**config.mk**
```make
export PLATFORM = sky130hd
export DESIGN_NAME = serv_dbus_if_flat
export DESIGN_NICKNAME = d
export VERILOG_FILES = /design/src/rtl/serv_dbus_pkg.sv /design/src/rtl/serv_dbus_bus_if.sv /design/src/rtl/serv_dbus_ext.sv /design/src/rtl/serv_dbus_if.sv /design/src/flat_wrapper.sv
export SDC_FILE = /design/constraint.sdc
export NUM_CORES = 1
export LEC_CHECK = 0
export BUFFER_PORTS_ARGS = -buffer_cell sky130_fd_sc_hd__buf_2
export CORE_ASPECT_RATIO = 0.8
export CORE_MARGIN = 5
export CORE_UTILIZATION = 39
export CTS_CLUSTER_SIZE = 30
export DETAILED_ROUTE_END_ITERATION = 12
export PLACE_DENSITY = 0.7
export SETUP_SLACK_MARGIN = 0.02
export SLEW_MARGIN = 10
export SYNTH_ARGS = -nofsm -noshare
export SYNTH_HDL_FRONTEND = slang
export SYNTH_SLANG_ARGS = --single-unit
```
**constraint.sdc**
```tcl
create_clock -name i_clk -period 3.99 [get_ports i_clk]
set_input_delay 0 -clock i_clk [delete_from_list [all_inputs] [get_ports i_clk]]
set_output_delay 0 -clock i_clk [all_outputs]
set_load 0.1 [all_outputs]
```
**src/rtl/serv_dbus_pkg.sv**
```systemverilog
// Shared types and helpers for the serial data-bus stage: state encoding,
// access-size codes and the byte-lane / alignment rules.
package serv_dbus_pkg;

    typedef enum logic [2:0] {
        ST_IDLE      = 3'd0,
        ST_SHIFT_IN  = 3'd1,
        ST_BUS       = 3'd2,
        ST_SHIFT_OUT = 3'd3,
        ST_DONE_ERR  = 3'd4
    } state_e;

    localparam logic [1:0] SZ_B = 2'b00;
    localparam logic [1:0] SZ_H = 2'b01;
    localparam logic [1:0] SZ_W = 2'b10;

    // Byte-lane enables; size 2'b11 behaves as a word.
    function automatic logic [3:0] dbus_sel(input logic [1:0] size, input logic [1:0] lsb);
        logic [3:0] sel;
        case (size)
            SZ_B:    sel = 4'b0001 << lsb;
            SZ_H:    sel = lsb[1] ? 4'b1100 : 4'b0011;
            SZ_W:    sel = 4'b1111;
            default: sel = 4'b1111;
        endcase
        return sel;
    endfunction

    function automatic logic dbus_misalign(input logic [1:0] size, input logic [1:0] lsb);
        logic mis;
        case (size)
            SZ_B:    mis = 1'b0;
            SZ_H:    mis = lsb[0];
            SZ_W:    mis = (lsb != 2'b00);
            default: mis = (lsb != 2'b00);
        endcase
        return mis;
    endfunction

endpackage

```
**src/rtl/serv_dbus_bus_if.sv**
```systemverilog
// Classic-cycle Wishbone data-bus bundle between the serial core and memory.
interface serv_dbus_bus_if;
    logic        cyc;
    logic        we;
    logic [3:0]  sel;
    logic [31:0] dat;
    logic [31:0] rdt;
    logic        ack;

    modport master (output cyc, output we, output sel, output dat, input rdt, input ack);
    modport slave  (input cyc, input we, input sel, input dat, output rdt, output ack);
endinterface

```
**src/rtl/serv_dbus_ext.sv**
```systemverilog
// Picks one bit of a loaded word for the serial return path, selecting the
// byte/halfword lane and replicating the sign (or zero) above it.
module serv_dbus_ext
    import serv_dbus_pkg::*;
(
    input  logic [31:0] i_data,
    input  logic [1:0]  i_size,
    input  logic [1:0]  i_lsb,
    input  logic        i_signed,
    input  logic [4:0]  i_idx,
    output logic        o_rd
);
    logic [7:0]  byte_s;
    logic [15:0] half_s;
    logic        sign_s;

    // Lane select and extension for bit index i_idx.
    always_comb begin
        byte_s = 8'(i_data >> {i_lsb, 3'b000});
        half_s = 16'(i_data >> {i_lsb[1], 4'b0000});
        sign_s = 1'b0;
        o_rd   = 1'b0;
        case (i_size)
            SZ_B: begin
                sign_s = i_signed & byte_s[7];
                o_rd   = (i_idx < 5'd8) ? byte_s[i_idx[2:0]] : sign_s;
            end
            SZ_H: begin
                sign_s = i_signed & half_s[15];
                o_rd   = (i_idx < 5'd16) ? half_s[i_idx[3:0]] : sign_s;
            end
            SZ_W:    o_rd = i_data[i_idx];
            default: o_rd = i_data[i_idx];
        endcase
    end
endmodule

```
**src/rtl/serv_dbus_if.sv**
```systemverilog
// Data-bus stage: serially gathers store data, runs one classic Wishbone
// cycle, and serially returns aligned, extended load data.
module serv_dbus_if
    import serv_dbus_pkg::*;
#(
    parameter bit MISALIGN_TRAP = 1'b1
) (
    input  logic            i_clk,
    input  logic            i_rst_n,
    input  logic            i_start,
    input  logic            i_we,
    input  logic [1:0]      i_size,
    input  logic            i_signed,
    input  logic [1:0]      i_lsb,
    input  logic            i_en,
    input  logic            i_rs2,
    output logic            o_rd,
    output logic            o_busy,
    output logic            o_done,
    output logic            o_misalign,
    serv_dbus_bus_if.master dbus
);
    state_e      state_r, state_s;
    logic [4:0]  cnt_r;
    logic [31:0] data_r;
    logic        we_r, signed_r;
    logic [1:0]  size_r, lsb_r;
    logic        cyc_r, bus_we_r, busy_r, done_r, misalign_r;
    logic [3:0]  sel_r;
    logic        mis_s, trap_s, ack_s, shift_s, last_s, cyc_next_s, ext_rd_s;

    // Request decode and handshake qualifiers; acks count only once cyc is visible.
    always_comb begin
        mis_s      = dbus_misalign(i_size, i_lsb);
        trap_s     = mis_s & MISALIGN_TRAP;
        ack_s      = (state_r == ST_BUS) & cyc_r & dbus.ack;
        shift_s    = ((state_r == ST_SHIFT_IN) | (state_r == ST_SHIFT_OUT)) & i_en;
        last_s     = shift_s & (cnt_r == 5'd31);
        cyc_next_s = (state_r == ST_BUS) & ~ack_s;
    end

    // Next-state logic.
    always_comb begin
        state_s = state_r;
        case (state_r)
            ST_IDLE: begin
                if (i_start) begin
                    if (trap_s)    state_s = ST_DONE_ERR;
                    else if (i_we) state_s = ST_SHIFT_IN;
                    else           state_s = ST_BUS;
                end else begin
                    state_s = ST_IDLE;
                end
            end
            ST_DONE_ERR: state_s = ST_IDLE;
            ST_SHIFT_IN: begin
                if (last_s) state_s = ST_BUS;
                else        state_s = ST_SHIFT_IN;
            end
            ST_BUS: begin
                if (ack_s) state_s = we_r ? ST_IDLE : ST_SHIFT_OUT;
                else       state_s = ST_BUS;
            end
            ST_SHIFT_OUT: begin
                if (last_s) state_s = ST_IDLE;
                else        state_s = ST_SHIFT_OUT;
            end
            default: state_s = ST_IDLE;
        endcase
    end

    // State register.
    always_ff @(posedge i_clk) begin
        if (!i_rst_n) state_r <= ST_IDLE;
        else          state_r <= state_s;
    end

    // Bit counter; wraps to zero on the 32nd step so every phase starts at 0.
    always_ff @(posedge i_clk) begin
        if (!i_rst_n)     cnt_r <= 5'd0;
        else if (shift_s) cnt_r <= cnt_r + 5'd1;
        else              cnt_r <= cnt_r;
    end

    // Request fields; a non-trapping misaligned access runs as if aligned.
    always_ff @(posedge i_clk) begin
        if (!i_rst_n) begin
            we_r     <= 1'b0;
            size_r   <= 2'b00;
            signed_r <= 1'b0;
            lsb_r    <= 2'b00;
        end else if ((state_r == ST_IDLE) && i_start) begin
            we_r     <= i_we;
            size_r   <= i_size;
            signed_r <= i_signed;
            lsb_r    <= mis_s ? 2'b00 : i_lsb;
        end else begin
            we_r     <= we_r;
            size_r   <= size_r;
            signed_r <= signed_r;
            lsb_r    <= lsb_r;
        end
    end

    // Shared data register: store bits enter at the top, load data lands on ack.
    always_ff @(posedge i_clk) begin
        if ((state_r == ST_SHIFT_IN) && i_en) data_r <= {i_rs2, data_r[31:1]};
        else if (ack_s && !we_r)              data_r <= dbus.rdt;
        else                                  data_r <= data_r;
    end

    // Registered bus and status outputs; cyc drops on the ack edge itself.
    always_ff @(posedge i_clk) begin
        if (!i_rst_n) begin
            cyc_r      <= 1'b0;
            bus_we_r   <= 1'b0;
            sel_r      <= 4'b0000;
            busy_r     <= 1'b0;
            done_r     <= 1'b0;
            misalign_r <= 1'b0;
        end else begin
            cyc_r      <= cyc_next_s;
            bus_we_r   <= cyc_next_s & we_r;
            sel_r      <= cyc_next_s ? dbus_sel(size_r, lsb_r) : 4'b0000;
            busy_r     <= (state_s != ST_IDLE);
            done_r     <= ack_s | (state_r == ST_DONE_ERR);
            misalign_r <= (state_r == ST_DONE_ERR);
        end
    end

    serv_dbus_ext u_ext (
        .i_data   (data_r),
        .i_size   (size_r),
        .i_lsb    (lsb_r),
        .i_signed (signed_r),
        .i_idx    (cnt_r),
        .o_rd     (ext_rd_s)
    );

    assign o_rd       = (state_r == ST_SHIFT_OUT) ? ext_rd_s : 1'b0;
    assign o_busy     = busy_r;
    assign o_done     = done_r;
    assign o_misalign = misalign_r;
    assign dbus.cyc   = cyc_r;
    assign dbus.we    = bus_we_r;
    assign dbus.sel   = sel_r;
    assign dbus.dat   = data_r << {lsb_r, 3'b000};

endmodule
```
**src/flat_wrapper.sv**
```systemverilog
// flat-port wrapper written by rule: the top's interface ports become plain ports
module serv_dbus_if_flat import serv_dbus_pkg::*;
#(
    parameter bit MISALIGN_TRAP = 1'b1
)
  (i_clk, i_rst_n, i_start, i_we, i_size, i_signed, i_lsb, i_en, i_rs2, o_rd, o_busy, o_done, o_misalign, dbus_cyc, dbus_we, dbus_sel, dbus_dat, dbus_rdt, dbus_ack);
  serv_dbus_bus_if dbus_i ();
  input  logic i_clk;
  input  logic i_rst_n;
  input  logic i_start;
  input  logic i_we;
  input  logic [1:0] i_size;
  input  logic i_signed;
  input  logic [1:0] i_lsb;
  input  logic i_en;
  input  logic i_rs2;
  output logic o_rd;
  output logic o_busy;
  output logic o_done;
  output logic o_misalign;
  output wire logic [$bits(dbus_i.cyc)-1:0] dbus_cyc;
  output wire logic [$bits(dbus_i.we)-1:0] dbus_we;
  output wire logic [$bits(dbus_i.sel)-1:0] dbus_sel;
  output wire logic [$bits(dbus_i.dat)-1:0] dbus_dat;
  input wire logic [$bits(dbus_i.rdt)-1:0] dbus_rdt;
  input wire logic [$bits(dbus_i.ack)-1:0] dbus_ack;
  assign dbus_cyc = dbus_i.cyc;
  assign dbus_we = dbus_i.we;
  assign dbus_sel = dbus_i.sel;
  assign dbus_dat = dbus_i.dat;
  assign dbus_i.rdt = dbus_rdt;
  assign dbus_i.ack = dbus_ack;
  serv_dbus_if #(.MISALIGN_TRAP(MISALIGN_TRAP)) u_core (.i_clk(i_clk), .i_rst_n(i_rst_n), .i_start(i_start), .i_we(i_we), .i_size(i_size), .i_signed(i_signed), .i_lsb(i_lsb), .i_en(i_en), .i_rs2(i_rs2), .o_rd(o_rd), .o_busy(o_busy), .o_done(o_done), .o_misalign(o_misalign), .dbus(dbus_i));
endmodule
```
==> results of run 1 <==
[per-layer routing]
| layer | share of wire, % | vias to the layer above |
|---|---|---|
| li1 | - | 1454 |
| met1 | 46 | 1453 |
| met2 | 44 | 141 |
| met3 | 9.4 | 11 |
| met4 | 1.1 | 0 |
| met5 | 0 | - |
[layout by cell type (no fill, tap or decap), types with 3 or more instances in the layout]
cell / n
nor2b_1: 15
nand3b_1: 7
xnor2_1: 3
o21ai_0: 9
mux2i_1: 26
nand3_1: 4
nand4_1: 4
mux4_1: 4
dfxtp_1: 21
mux2_1: 3
a211oi_1: 9
clkbuf_16: 5
edfxtp_1: 32
buf_2: 85
mux2_2: 33
nand2b_1: 10
nand2_1: 25
a21oi_1: 19
and2_1: 12
or2_2: 3
a21boi_0: 5
inv_1: 5
mux4_2: 14
dlygate4sd3_1: 14
a31oi_1: 5
nor2_1: 21
[cell type report]
type                    instances  area (µm²)  share of cell area [%]
repair buffers                101         581                    13.0
clock inverters                 2        38.8                   0.867
flip-flops and latches         55        1420                    31.8
multi-input cells             256        2140                    47.8
well taps                     115         144                    3.22
clock buffers                   6         129                    2.88
inverters                       5        18.8                   0.420
[Yosys cell counts (2+ instances only)]
master | n | area share (%)
mux2_2 | 33 | 10
edfxtp_1 | 32 | 26
mux2i_1 | 26 | 7.0
nand2_1 | 25 | 2.5
dfxtp_1 | 23 | 12
nor2_1 | 21 | 2.1
a21oi_1 | 20 | 2.7
nor2b_1 | 15 | 2.5
mux4_2 | 14 | 8.5
and2_1 | 12 | 2.0
buf_2 | 10 | 1.3
nand2b_1 | 10 | 1.7
a211oi_1 | 9 | 1.8
o21ai_0 | 9 | 1.2
clkbuf_1 | 8 | 0.81
buf_4 | 7 | 1.4
nand3b_1 | 7 | 1.4
a21boi_0 | 5 | 1.0
a31oi_1 | 5 | 0.84
inv_1 | 5 | 0.50
mux4_1 | 4 | 2.8
nand3_1 | 4 | 0.54
nand4_1 | 4 | 0.67
mux2_1 | 3 | 0.91
or2_2 | 3 | 0.50
xnor2_1 | 3 | 0.70
a311oi_1 | 2 | 0.47
a31o_2 | 2 | 0.47
a41oi_1 | 2 | 0.47
buf_6 | 2 | 0.60
ha_1 | 2 | 0.67
nand4b_1 | 2 | 0.47
o211ai_1 | 2 | 0.40
[stage by stage]
step / utilization (%) / setup WS (ns) / cells / power, mW
after global routing: 48.7 / 0.654 / 540 / 1.55
final: 48.7 / 0.837 / 540 / 1.50
after detailed placement: 45.3 / 1.19 / 518 / 0.995
after CTS: 48.4 / 0.848 / 538 / 1.51
after floorplan: - / 0.212 / 343 / 0.928
after global placement: 45.3 / 1.26 / 518 / 0.991
[what timing repair did]
action	4_1_cts	5_1_grt
hold endpoints to repair	12	2
buffers inserted	0	0
resized for setup	0	0
hold buffers	12	2
[worst paths after layout]
check	from	slack [ns]	end	depth (start not counted)
min	dbus_rdt[6]	0.0002	u_core.data_r[6]	2
min reg2reg	u_core.we_r	0.52	u_core.dbus.we	1
max	u_core.lsb_r[0]	0.84	o_rd	6
max reg2reg	u_core.cnt_r[1]	1.51	u_core.o_busy	8
[kinds of logic after synthesis]
logic type / count (synthesis)
xor gates and xnor gates: 3
DFF: 55
adders and majority gates: 2
buffers and inverters: 32
muxes: 80
AOI/OAI and AO/OA: 61
and+or+nand+nor: 110
[power by group]
part	internal (mW)	switching, mW	total, mW
clock network	0.299	0.204	0.503
registers	0.619	0.0373	0.657
logic	0.105	0.232	0.337
[registers in the layout, indices dropped and copies added, names as in the netlist]
register and count:
u_core.dbus.sel 4, u_core.size_r 2, u_core.signed_r 1, u_core.o_busy 1, u_core.o_done 1, u_core.o_misalign 1
u_core.dbus.we 1, u_core.lsb_r 2, u_core.cnt_r 5, u_core.dbus.cyc 1, u_core.state_r 3, u_core.we_r 1
u_core.data_r 32
[critical path, delay by kind of cell (launching register included)]
kind	cells	cell delay, ns
AOI/OAI and AO/OA	2	0.65
buffers and inverters	1	0.47
DFF	1	1.03
muxes	2	0.64
and+or+nand+nor	1	0.06
==> load_flow_metrics.sql, run 1 <==
INSERT INTO impl_metrics (metric_group, metric, value, unit) VALUES
('setup_path', 'critPathMaxStageDelay', '1.03', 'ns'),
('synthesis', 'number_of_synthesized_register_bits', '55', ''),
('synthesis', 'yosys.area_share.simple', '16.1', '%'),
('finish', 'area.growth.synth_to_final', '19.9', '%'),
('clock_tree', 'htree_levels', '2', ''),
('min_path', 'timing.hold.worst.class', 'in2reg', ''),
('die', 'top_level_ports', '86', ''),
('flow_run', 'max_cap_violations', '0', ''),
('timing', 'setup_repair_after_global_routing_missed_its_margin', 'false', ''),
('clock_tree', 'cts_inserted_buffers', '5', ''),
('die', 'number_of_rows_created_at_floorplan', '31', ''),
('grt', 'antenna_found_initial', '0', ''),
('place', 'dp_hpwl', '6980', 'µm'),
('synthesis', 'synth_edf_count', '32', ''),
('grt', 'pin_count_of_the_biggest_net_entering_global_routing', '63', ''),
('setup_path', 'required', '3.99', 'ns'),
('setup_path', 'worst-setup-path-type', 'reg2out', ''),
('finish', 'final_stage_net_count', '470', ''),
('grt', 'grt_first_pass_wirelength', '15400', 'µm'),
('die', 'die-area', '11600', 'µm²'),
('finish', 'finalInstanceArea', '4470', 'µm²'),
('grt', 'grtUsageMet2', '24.1', '%'),
('synthesis', 'share_of_the_synthesized_area_in_compound_gates_ao_oa_aoi_oai', '10.6', '%'),
('setup_path', 'critical_path_arrival', '3.15', 'ns'),
('detailed_routing', 'average_routed_wire_per_standard_cell', '17.9', 'µm'),
('detailed_routing', 'antenna_left', '0', ''),
('synthesis', 'synth.lib_cells_used.distinct', '45', ''),
('synthesis', 'synthMuxAreaShare', '29.1', '%'),
('synthesis', 'synth_area_in_adders', '0.671', '%'),
('finish', 'num_antenna_cells', '0', ''),
('timing', 'timing.final.setup_violations', '0', ''),
('setup_path', 'worstSetupEndpointType', 'output port', ''),
('power', 'power.leakage', '1.63', 'nW'),
('setup_path', 'sequence_of_cells_on_the_critical_path', 'mux4_1 -> mux2_1 -> nand2_1 -> a221o_1 -> a211oi_2 -> buf_2', ''),
('clock_tree', 'cts.path.max_buffers', '2', ''),
('timing', 'fin_setup_tns', '0', 'ns'),
('synthesis', 'ys.warnings.count', '0', ''),
('die', 'die_y', '97.5', 'µm'),
('setup_path', 'timing.critical_path.slowest_stage_cell', 'dfxtp_2', ''),
('detailed_routing', 'detail_route.wirelength', '9680', 'µm'),
('timing', 'max-slew-margin-rel', '29.2', '%'),
('clock_tree', 'worst_setup_hold_path_clk_slew', '0.07', 'ns'),
('detailed_routing', 'routed_via_density', '5.66', ''),
('clock_tree', 'worst_skew_pair.late_latency', '0.29', 'ns'),
('timing', 'post-route-min-period', '3.15', 'ns'),
('run_status', 'run_status', 'completed', ''),
('synthesis', 'syn_nets', '389', ''),
('clock_tree', 'cts_num_sinks', '55', ''),
('grt', 'globalRouteMet1Util', '23.6', '%'),
('grt', 'number_of_global_route_vias_before_repair', '2945', ''),
('detailed_routing', 'drc_errors_left', '0', ''),
('timing', 'tightestPinTransition', '1.06', 'ns'),
('place', 'place_congestion', '0.918', ''),
('timing', 'final-max-slew-violation-count', '0', ''),
('finish', 'n_fill_cell', '840', ''),
('power', 'cellPowerDensity', '335', 'nW/µm²'),
('place', 'place_area', '4170', 'µm²'),
('detailed_routing', 'drt_pass1_iterations', '5', ''),
('detailed_routing', 'vias', '3059', ''),
('timing', 'final_worst_clock_skew', '0.00428', 'ns'),
('timing', 'finalCritPeriodShare', '79.0', '%'),
('die', 'initial_utilization', '40.6', '%'),
('timing', 'timing.fmax', '0.317', 'GHz'),
('synthesis', 'ys_async_rst_share', '0', '%'),
('power', 'ir_worst_vdd', '0.000199', 'V'),
('synthesis', 'seq_area_frac_synth', '38.1', '%'),
('synthesis', 'average_size_of_a_mapped_cell', '10.9', 'µm²'),
('clock_tree', 'clock_tree_from_tritoncts', 'yes', ''),
('place', 'portBuffers', '85', ''),
('timing', 'hold_viol_final', '0', ''),
('synthesis', 'post_synth_instance_area', '3730', 'µm²');
No activity file was read; power rests on OpenSTA's default activity.
==> run 2: changes to the inputs <==
--- a/config.mk
+++ b/config.mk
@@ -5,6 +5,7 @@
 export SDC_FILE = /design/constraint.sdc
 export NUM_CORES = 1
 export LEC_CHECK = 0
+export ABC_AREA = 1
 export BUFFER_PORTS_ARGS = -buffer_cell sky130_fd_sc_hd__buf_2
 export CORE_ASPECT_RATIO = 0.8
 export CORE_MARGIN = 5
==> constraint.sdc (replaced) <==
create_clock -name i_clk -period 3.2 [get_ports i_clk]
set_input_delay 0 -clock i_clk [delete_from_list [all_inputs] [get_ports i_clk]]
set_output_delay 0 -clock i_clk [all_outputs]
set_load 0.1 [all_outputs]
==> run 2 against run 1 <==
Compared with the run above: synthesized cell count grew 58%; count of clock-buffer cells in the layout unchanged; utilization is 0.94 points higher; final area is 0.64% higher; total power increased by 55%; hold slack improved by 0.0045 ns; clock skew up 0.0019 ns; sequential share of layout area down 0.26 points; global-route usage rose by 4.2 points; synthesized area decreased by 2.6%; flip-flop and latch count stayed put; register-to-register slack got worse by 0.83 ns.
==> load_flow_metrics.sql, run 2 <==
INSERT INTO impl_metrics (metric_group, metric, value, unit) VALUES
('synthesis', 'syn_nets', '587', ''),
('die', 'placeableCoreArea', '9080', 'µm²'),
('place', 'portBuffers', '85', ''),
('timing', 'fin_hold_ws', '0.00470', 'ns'),
('synthesis', 'number_of_synthesized_register_bits', '55', ''),
('timing', 'finalCritPeriodShare', '80.9', '%'),
('timing', 'hold_viol_final', '0', ''),
('setup_path', 'r2r-start', 'u_core.state_r[0]', ''),
('setup_path', 'critical_path_depth', '14', ''),
('timing', 'fin_setup_tns', '0', 'ns'),
('synthesis', 'synth_top_cells_by_area', 'edfxtp_1, nand2_1, dfxtp_1', ''),
('finish', 'num_antenna_cells', '0', ''),
('power', 'ir_worst_vdd', '0.000384', 'V'),
('clock_tree', 'clock_tree_from_tritoncts', 'yes', ''),
('setup_path', 'sequence_of_cells_on_the_critical_path', 'buf_4 -> nand2_1 -> nand2_1 -> nand2_1 -> nand2_1 -> nand2_1 -> nand2_1 -> nor2_1 -> nand2_1 -> nand3_1 -> nand2_1 -> nand2_1 -> nor2_2 -> buf_2', ''),
('detailed_routing', 'drt_pass1_iterations', '6', ''),
('setup_path', 'worstPathBufferInverterCount', '2', ''),
('finish', 'finalInstanceArea', '4500', 'µm²'),
('timing', 'timing.final.setup_violations', '0', ''),
('finish', 'final-instance-count-excl-fill', '751', ''),
('min_path', 'hold_end', 'u_core.data_r[2]', ''),
('setup_path', 'critical-path-top-delay-family', 'simple AND/OR/NAND/NOR gates', ''),
('power', 'pwr-share-comb', '36.7', '%'),
('detailed_routing', 'detail_route.wirelength', '11800', 'µm'),
('die', 'number_of_rows_created_at_floorplan', '31', ''),
('finish', 'register_area', '1420', 'µm²'),
('synthesis', 'synth_top_area_share', '26.5', '%'),
('timing', 'tightestPinTransition', '0.599', 'ns'),
('power', 'cellPowerDensity', '515', 'nW/µm²'),
('clock_tree', 'cts_post_setup_buffers_inserted', '0', ''),
('grt', 'globalRouteOverflowTotal', '0', ''),
('die', 'die_x_extent', '118', 'µm'),
('synthesis', 'post_synth_instance_area', '3630', 'µm²'),
('synthesis', 'synth_top_flop_cell', 'edfxtp_1', ''),
('grt', 'grt_first_pass_wirelength', '18800', 'µm'),
('die', 'die-area', '11400', 'µm²'),
('finish', 'post_route_cells_drive_above_1_share', '17.9', '%'),
('finish', 'largest_register_ffs', '32', ''),
('synthesis', 'post_synth_inst_count', '541', ''),
('finish', 'most-common-layout-cells', 'nand2_1, buf_2, nand3_1, o21ai_0, nor2_1', ''),
('setup_path', 'critical_path_arrival', '2.59', 'ns'),
('detailed_routing', 'drc_errors_left', '0', ''),
('detailed_routing', 'antenna_left', '0', ''),
('synthesis', 'netlist.top_cell.by_area', 'edfxtp_1', ''),
('synthesis', 'synth.lib_cells_used.distinct', '31', ''),
('place', 'dp_hpwl', '8670', 'µm'),
('die', 'initial_utilization', '40.0', '%'),
('place', 'place_worst_setup_slack', '0.952', 'ns'),
('finish', 'area.growth.synth_to_final', '23.9', '%'),
('detailed_routing', 'routed_via_density', '5.29', ''),
('place', 'place_congestion', '0.934', ''),
('grt', 'pin_count_of_the_biggest_net_entering_global_routing', '51', ''),
('place', 'place_inst', '718', ''),
('timing', 'layout_setup_ws', '0.611', 'ns'),
('run_status', 'run_status', 'completed', ''),
('finish', 'max_flop_register', 'u_core.data_r', ''),
('die', 'top_level_ports', '86', ''),
('clock_tree', 'htree_levels', '2', ''),
('grt', 'antenna_found_initial', '0', ''),
('clock_tree', 'cts.path.max_buffers', '2', ''),
('power', 'share_clk_of_total_power', '28.3', '%'),
('min_path', 'timing.hold.worst.class', 'in2reg', ''),
('setup_path', 'reg2reg_depth', '9', ''),
('grt', 'number_of_global_route_vias_before_repair', '3693', ''),
('finish', 'area_taken_by_multi_input_logic_gates', '1880', 'µm²'),
('power', 'cellInternalPower', '1.35', 'mW'),
('synthesis', 'seq_area_frac_synth', '39.1', '%'),
('setup_path', 'critical_path.most_common_cell', 'nand2_1', ''),
('setup_path', 'worst_r2r_endpoint', 'u_core.data_r[31]', ''),
('synthesis', 'synth_edf_count', '32', ''),
('timing', 'setup_repair_after_global_routing_missed_its_margin', 'false', ''),
('clock_tree', 'gates_resized_cts_repair', '0', ''),
('finish', 'final_common_cell', 'nand2_1', ''),
('clock_tree', 'cts_inserted_buffers', '5', ''),
('clock_tree', 'cts_num_sinks', '55', ''),
('timing', 'timing.fmax', '0.386', 'GHz'),
('timing', 'post-route-min-period', '2.59', 'ns'),
('synthesis', 'synthTopCellsByCount', 'nand2_1, nand3_1, nor2_1, o21ai_0, inv_1', ''),
('finish', 'fin_util', '49.6', '%'),
('setup_path', 'worst-setup-path-type', 'reg2out', ''),
('power', 'total_switching_power', '974', 'µW'),
('timing', 'final_worst_clock_skew', '0.00614', 'ns'),
('setup_path', 'reg2reg_setup_slack', '0.68', 'ns'),
('synthesis', 'post-synth-top-count-cell', 'nand2_1', ''),
('power', 'design_power_total', '2.32', 'mW'),
('detailed_routing', 'average_routed_wire_per_standard_cell', '15.7', 'µm'),
('finish', 'final_stage_net_count', '681', ''),
('synthesis', 'average_size_of_a_mapped_cell', '6.71', 'µm²'),
('synthesis', 'ys_async_rst_share', '0', '%'),
('setup_path', 'required', '3.20', 'ns'),
('power', 'switching_share', '42.0', '%'),
('finish', 'n_fill_cell', '933', ''),
('min_path', 'hp-start', 'dbus_rdt[2]', ''),
('setup_path', 'critPathMaxStageDelay', '0.71', 'ns'),
('detailed_routing', 'drt_first_iter_violations', '390', ''),
('die', 'die_y', '96.3', 'µm'),
('setup_path', 'critical_path.startpoint_type', 'flop', ''),
('power', 'power.leakage', '2.13', 'nW'),
('grt', 'global_route.usage.total', '20.6', '%'),
('detailed_routing', 'vias', '3971', ''),
('setup_path', 'cp_max_fo', '22', ''),
('clock_tree', 'worst_setup_hold_path_clk_slew', '0.07', 'ns'),
('timing', 'max-slew-margin-rel', '60.0', '%'),
('setup_path', 'worstSetupEndpointType', 'output port', ''),
('clock_tree', 'cts-root-buf', 'clkbuf_16', ''),
('synthesis', 'ys.warnings.count', '0', ''),
('power', 'share_seq_of_total_power', '35.0', '%'),
('clock_tree', 'cts_hold_buffers', '25', ''),
('place', 'place_area', '4070', 'µm²'),
('flow_run', 'max_cap_violations', '0', ''),
('min_path', 'min_path_cells', '3', ''),
('setup_path', 'timing.critical_path.slowest_stage_cell', 'dfxtp_1', ''),
('clock_tree', 'worst_skew_pair.late_latency', '0.29', 'ns'),
('timing', 'final-max-slew-violation-count', '0', '');
## run 2: cell count changes after synthesis, moves of 10 or more
cell / previous run / this run
inv_1: 5 / 34
o21ai_0: 9 / 43
mux4_2: 14 / 0
nand2_1: 25 / 217
mux2i_1: 26 / 1
nor2b_1: 15 / 0
nand2b_1: 10 / 0
nand3_1: 4 / 44
mux2_2: 33 / 0
nor2_1: 21 / 43
and2_1: 12 / 0
## run 2: area by class of cell
class,count,area share (%)
timing repair buffer,115,16.1
clock inverter,2,0.862
inverter,42,3.50
clock buffer,6,3.09
multi-input combinational,416,41.7
sequential,55,31.6
tap,115,3.20
## run 2: power groups by stage
stage | sequential [mW] | combinational [mW] | clock (mW)
global route | 0.815 | 0.907 | 0.690
detailed placement | 0.827 | 0.826 | 0
floorplan | 0.844 | 0.665 | 0
CTS | 0.810 | 0.851 | 0.665
finish | 0.812 | 0.852 | 0.656
global placement | 0.826 | 0.822 | 0
## run 2: worst max path at each step
stage	from	to	slack (ns)
floorplan	u_core.lsb_r[1]	dbus_dat[16]	0.25
finish	u_core.lsb_r[0]	o_rd	0.61
global placement	u_core.lsb_r[0]	o_rd	0.99
CTS	u_core.lsb_r[0]	o_rd	0.63
detailed placement	u_core.lsb_r[0]	o_rd	0.95
global route	u_core.lsb_r[0]	o_rd	0.39
## run 2: cells by family (layout without fill, tap and decap cells)
kind of cell	after synthesis	in the layout	share of synthesized area, %
and+or+nand+nor	318	318	35.7
AOI/OAI and AO/OA	95	95	14.9
adders and majority gates	2	2	0.689
muxes	1	1	0.276
DFF	55	55	39.1
buffers and inverters	70	165	9.23
## run 2: worst min-delay path, stage by stage
cell and delay [ns]:
buf_2 0.07, nand2_1 0.05, o21ai_0 0.06
## run 2: per-layer routing
layer	global-route usage [%]	wire [µm]	part of all wire (%)	vias to the layer above
li1	-	-	-	1975
met1	29.3	5320	45	1767
met2	31.3	4940	42	216
met3	5.99	1460	12	13
met4	3.92	93	0.79	0
met5	0	0	0	-
